===== src/rtl/mux_n_arb.sv =====
// N-input registered mux with per-channel valid/ready handshakes and a one-entry output register.
// A word is picked by round-robin, fixed priority or a forced select.
module mux_n_arb #(
    parameter int unsigned DATA_W = 16,
    parameter int unsigned N_IN   = 3,
    parameter bit          RR_EN  = 1'b1,
    localparam int unsigned SEL_W = $clog2(N_IN)
) (
    input  logic                   clk,
    input  logic                   arst,
    input  logic [N_IN*DATA_W-1:0] in_data,
    input  logic [N_IN-1:0]        in_valid,
    output logic [N_IN-1:0]        in_ready,
    input  logic                   force_en,
    input  logic [SEL_W-1:0]       force_sel,
    output logic [DATA_W-1:0]      out_data,
    output logic                   out_valid,
    input  logic                   out_ready,
    output logic [SEL_W-1:0]       out_sel
);

    logic [DATA_W-1:0] out_data_q, out_data_d;
    logic [SEL_W-1:0]  out_sel_q,  out_sel_d;
    logic              out_valid_q, out_valid_d;
    logic [SEL_W-1:0]  ptr_q, ptr_d;

    logic              load_en_c;
    logic              gnt_any_c;
    logic [SEL_W-1:0]  gnt_idx_c;
    logic [N_IN-1:0]   grant_c;

    assign load_en_c = !out_valid_q || out_ready;

    // Grant selection; an out-of-range force_sel matches no channel and grants nothing.
    always_comb begin
        int unsigned c;
        gnt_any_c = 1'b0;
        gnt_idx_c = '0;
        c         = 0;
        if (force_en) begin
            for (int unsigned i = 0; i < N_IN; i++) begin
                if (SEL_W'(i) == force_sel && in_valid[SEL_W'(i)]) begin
                    gnt_any_c = 1'b1;
                    gnt_idx_c = SEL_W'(i);
                end
            end
        end else if (RR_EN) begin
            for (int unsigned k = 0; k < N_IN; k++) begin
                c = 32'(ptr_q) + k;
                if (c >= N_IN) begin
                    c = c - N_IN;
                end
                if (!gnt_any_c && in_valid[SEL_W'(c)]) begin
                    gnt_any_c = 1'b1;
                    gnt_idx_c = SEL_W'(c);
                end
            end
        end else begin
            for (int unsigned i = 0; i < N_IN; i++) begin
                if (!gnt_any_c && in_valid[SEL_W'(i)]) begin
                    gnt_any_c = 1'b1;
                    gnt_idx_c = SEL_W'(i);
                end
            end
        end
    end

    always_comb begin
        grant_c = '0;
        if (gnt_any_c) begin
            grant_c[gnt_idx_c] = 1'b1;
        end
    end

    // Nothing is accepted while reset is held, even though the register reads empty.
    assign in_ready = grant_c & {N_IN{load_en_c && !arst}};

    always_comb begin
        out_data_d  = out_data_q;
        out_sel_d   = out_sel_q;
        out_valid_d = out_valid_q;
        ptr_d       = ptr_q;
        if (load_en_c) begin
            if (gnt_any_c) begin
                out_data_d  = in_data[32'(gnt_idx_c)*DATA_W +: DATA_W];
                out_sel_d   = gnt_idx_c;
                out_valid_d = 1'b1;
                if (!force_en && RR_EN) begin
                    ptr_d = (gnt_idx_c == SEL_W'(N_IN-1)) ? '0 : gnt_idx_c + SEL_W'(1);
                end
            end else begin
                out_valid_d = 1'b0;
            end
        end
    end

    always_ff @(posedge clk or posedge arst) begin
        if (arst) begin
            out_data_q  <= '0;
            out_sel_q   <= '0;
            out_valid_q <= 1'b0;
            ptr_q       <= '0;
        end else begin
            out_data_q  <= out_data_d;
            out_sel_q   <= out_sel_d;
            out_valid_q <= out_valid_d;
            ptr_q       <= ptr_d;
        end
    end

    assign out_data  = out_data_q;
    assign out_sel   = out_sel_q;
    assign out_valid = out_valid_q;

endmodule


===== config.mk =====
export PLATFORM = sky130hd
export DESIGN_NAME = mux_n_arb
export DESIGN_NICKNAME = d
export VERILOG_FILES = /design/src/rtl/mux_n_arb.sv
export SDC_FILE = /design/constraint.sdc
export NUM_CORES = 1
export LEC_CHECK = 0
export BUFFER_PORTS_ARGS = -buffer_cell sky130_fd_sc_hd__buf_4
export CAP_MARGIN = 10
export CORE_MARGIN = 3
export CORE_UTILIZATION = 40
export DETAILED_ROUTE_END_ITERATION = 10
export PLACE_DENSITY = 0.81
export SLEW_MARGIN = 15
export SYNTH_ARGS = -nofsm -noshare
export SYNTH_HDL_FRONTEND = slang
export SYNTH_SLANG_ARGS = --single-unit

===== constraint.sdc =====
create_clock -name clk -period 2.85 [get_ports clk]
set_input_delay 0.4275 -clock clk [delete_from_list [all_inputs] [get_ports clk]]
set_output_delay 0.4275 -clock clk [all_outputs]
set_load 0.05 [all_outputs]

==> impl_results.md <==
* Fin Clk Skew at 0.00192 ns
* Post-DRT Antenna Nets at 0
* Clock power frac at 0.080
* Routed WL at 4490 um
* Post-Synthesis Cells at 153
* Fill count at 272
* Initial antenna violation count at 0
* Clock Sink Count at 21
* Sequential share of power at 0.213
* Max Fclk at 362 MHz
* Count leader, synth: dfrtp_1
* Synth Register Bits at 21
* GP Congestion at 0.839
* Port buffer count at 78
* Core area at 3490 um^2
* CTS max path bufs at 2
* Final core occ at 0.657
* Critical R2R Launch: ptr_q[1]
* Die boundary width at 67.7 um
* FF-to-FF End: out_data[9]
* Total track usage at 0.197
* Post-synth EDFFs at 0
* Vias/cell at 5.31
* Worst rel slew slack at 0.782
* Detailed Routing Iterations Pass 1 at 4
* Critical path endpoint category: output port
* HP Class: input port to async pin
* # rows at 21
* Worst skew pair latency at 0.26 ns
* Power Density at 1090 nW/um^2
* Internal power at 1220 uW
* Share of cells above drive strength 1 at 0.510
* Fin. max-slew vios at 0
* Starting Density at 0.435
* Root Driver: clkbuf_8
* FFs w/ async S/R, synth at 1.00
* Comb power frac at 0.707
* Post-layout minimum cycle time at 2.76 ns
* Nets@finish at 301
* Die area at 4580 um^2
* First-pass GRT wire length at 6770 um
* Crit share post-route at 0.969
* Largest net degree at the start of global routing at 22
* Status: completed
* Reg2Reg Setup Slack at 0.39 ns
* Data arrival, critical path at 2.33 ns
* Post-route setup TNS at 0 ns
* R2r worst-path depth at 9
* CTS tree: yes
* Die H at 67.7 um
* N_diodes at 0
* Dominant cells by area after synthesis: dfrtp_1 35%, mux2i_1 13%, o22ai_2 5.8%
* Top_reg_cell synth: dfrtp_1
* Grt ovf at 0
* P_sw at 1290 uW
* First DRT Iteration DRCs at 63
* Synth Cell Area at 1520 um^2
* WL/cell at 15.8 um
* Clock transition at path regs at 0.08 ns
* Least-Margin Pin Slew at 0.326 ns
* Register area share after synthesis at 0.346
* Post-synth top area cell: dfrtp_1
* Synth top cells by count: 21 x dfrtp_1, 20 x mux2i_1, 19 x nor2_1, 16 x a21oi_1, 9 x o22ai_1
* DRC violations left at 0
* Crit path kind: flip-flop to output port
* Area growth, synth to finish at 51.1%
* Yosys warns at 0
* Place WS at 0.256 ns
* Final setup fails at 0
* Crit-path max FO at 6
* Yosys top cell area share at 0.346
* Final hold vios at 0
* Critical path launch point: ptr_q[0]
* Distinct cells, synth at 39
* VDD IR max at 655 uV
* WP data required at 2.42 ns
* Post-synth net total at 214
* Setup crit start kind: flip-flop
* Sw Ratio at 0.514
* Total number of vias at 1514
* Leakage at 0.00108 uW
* Final worst slack at 0.0886 ns
* DPL Wire Length at 3230 um
* Vias in the first global route at 1493
* MaxCap Viol Count at 0
* CTS Buf Count at 3
* IO Pins at 79
* CTS H-Tree Depth at 1
* Avg Inst Size Synth at 9.94 um^2
-- logic make-up (layout without fill, tap and decap cells) --
logic type	Yosys count	count (layout)	share of synthesized area
flops	21	21	0.346
mux	20	20	0.132
buf+inv	15	101	0.0650
compound gates	49	49	0.264
simple gates	44	44	0.160
fa+ha+maj	4	4	0.0329
-- per-layer routing --
| layer | share of wire | up-vias | track usage |
|---|---|---|---|
| met3 | 0.086 | 8 | 0.0483 |
| met2 | 0.49 | 75 | 0.316 |
| met1 | 0.41 | 699 | 0.255 |
| met4 | 0.018 | 0 | 0.0684 |
| li1 | - | 732 | - |
| met5 | 0 | - | 0 |
-- how the worst max path moves through the flow --
stage                             end  cells past startpoint
after floorplan           in_ready[0]                     11
after global placement    in_ready[2]                      9
after detailed placement  in_ready[2]                      9
after CTS                 in_ready[2]                      9
after global routing      in_ready[2]                      9
final                     in_ready[2]                      9
-- placed cells by master, fill, tap and decap left out, types with 2 or more instances in the layout --
cell type	count
o22ai_2	7
nand3_1	2
nand2b_1	2
nand2_1	4
o21ai_0	2
dfrtp_1	21
inv_1	5
mux2i_1	19
nand2b_4	3
nor2_1	19
o21ai_1	3
o211ai_1	2
ha_1	2
nor3_2	2
buf_4	90
nand3b_1	3
a21oi_1	16
ha_4	2
o22ai_1	9
clkbuf_8	3
buf_6	2
-- critical path: stages (launching register included) --
cell	delay, ns
dfrtp_1	0.41
inv_1	0.13
ha_4	0.24
nand2b_4	0.15
a21boi_4	0.23
nor2_2	0.09
o31ai_4	0.32
buf_6	0.16
and3_1	0.18
buf_6	0.17
-- flip-flops by register name, summed over array words and instances, names as in the netlist --
register and cells:
ptr_q 2, out_data 16, out_sel 2, out_valid 1
-- stage by stage --
step | hold slack [ns] | total power [uW] | cell area, um^2 | cells
4_1_cts | 0.287 | 2380 | 2200 | 280
5_1_grt | 0.306 | 2650 | 2300 | 285
2_1_floorplan | 0.409 | 1730 | 1520 | 153
3_5_place_dp | 0.495 | 2150 | 2140 | 274
6_report | 0.289 | 2510 | 2300 | 285
3_3_place_gp | 0.469 | 2120 | 2140 | 274
-- area by class of cell --
| class | instances | area, um^2 | area share |
|---|---|---|---|
| clock buffers | 3 | 41.3 | 0.0180 |
| clock inverters | 1 | 5.00 | 0.00218 |
| inverters | 5 | 18.8 | 0.00817 |
| multi-input cells | 117 | 951 | 0.414 |
| flip-flops and latches | 21 | 526 | 0.229 |
| well taps | 46 | 57.6 | 0.0251 |
| repair buffers | 92 | 698 | 0.304 |
-- power groups by stage --
stage | Combinational, uW | Sequential [uW] | Clock [uW]
detailed placement | 1620 | 535 | 0
global route | 1880 | 553 | 217
global placement | 1590 | 535 | 0
CTS | 1640 | 536 | 202
finish | 1770 | 535 | 200
floorplan | 728 | 998 | 0
-- what timing repair did --
action | in CTS | in global routing
resized for setup | 0 | 10
setup buffers | 2 | 5
pin swaps | 1 | 2
hold buffers | 0 | 0
setup endpoints to repair | 2 | 3
Power figures use the tool's default switching activity.
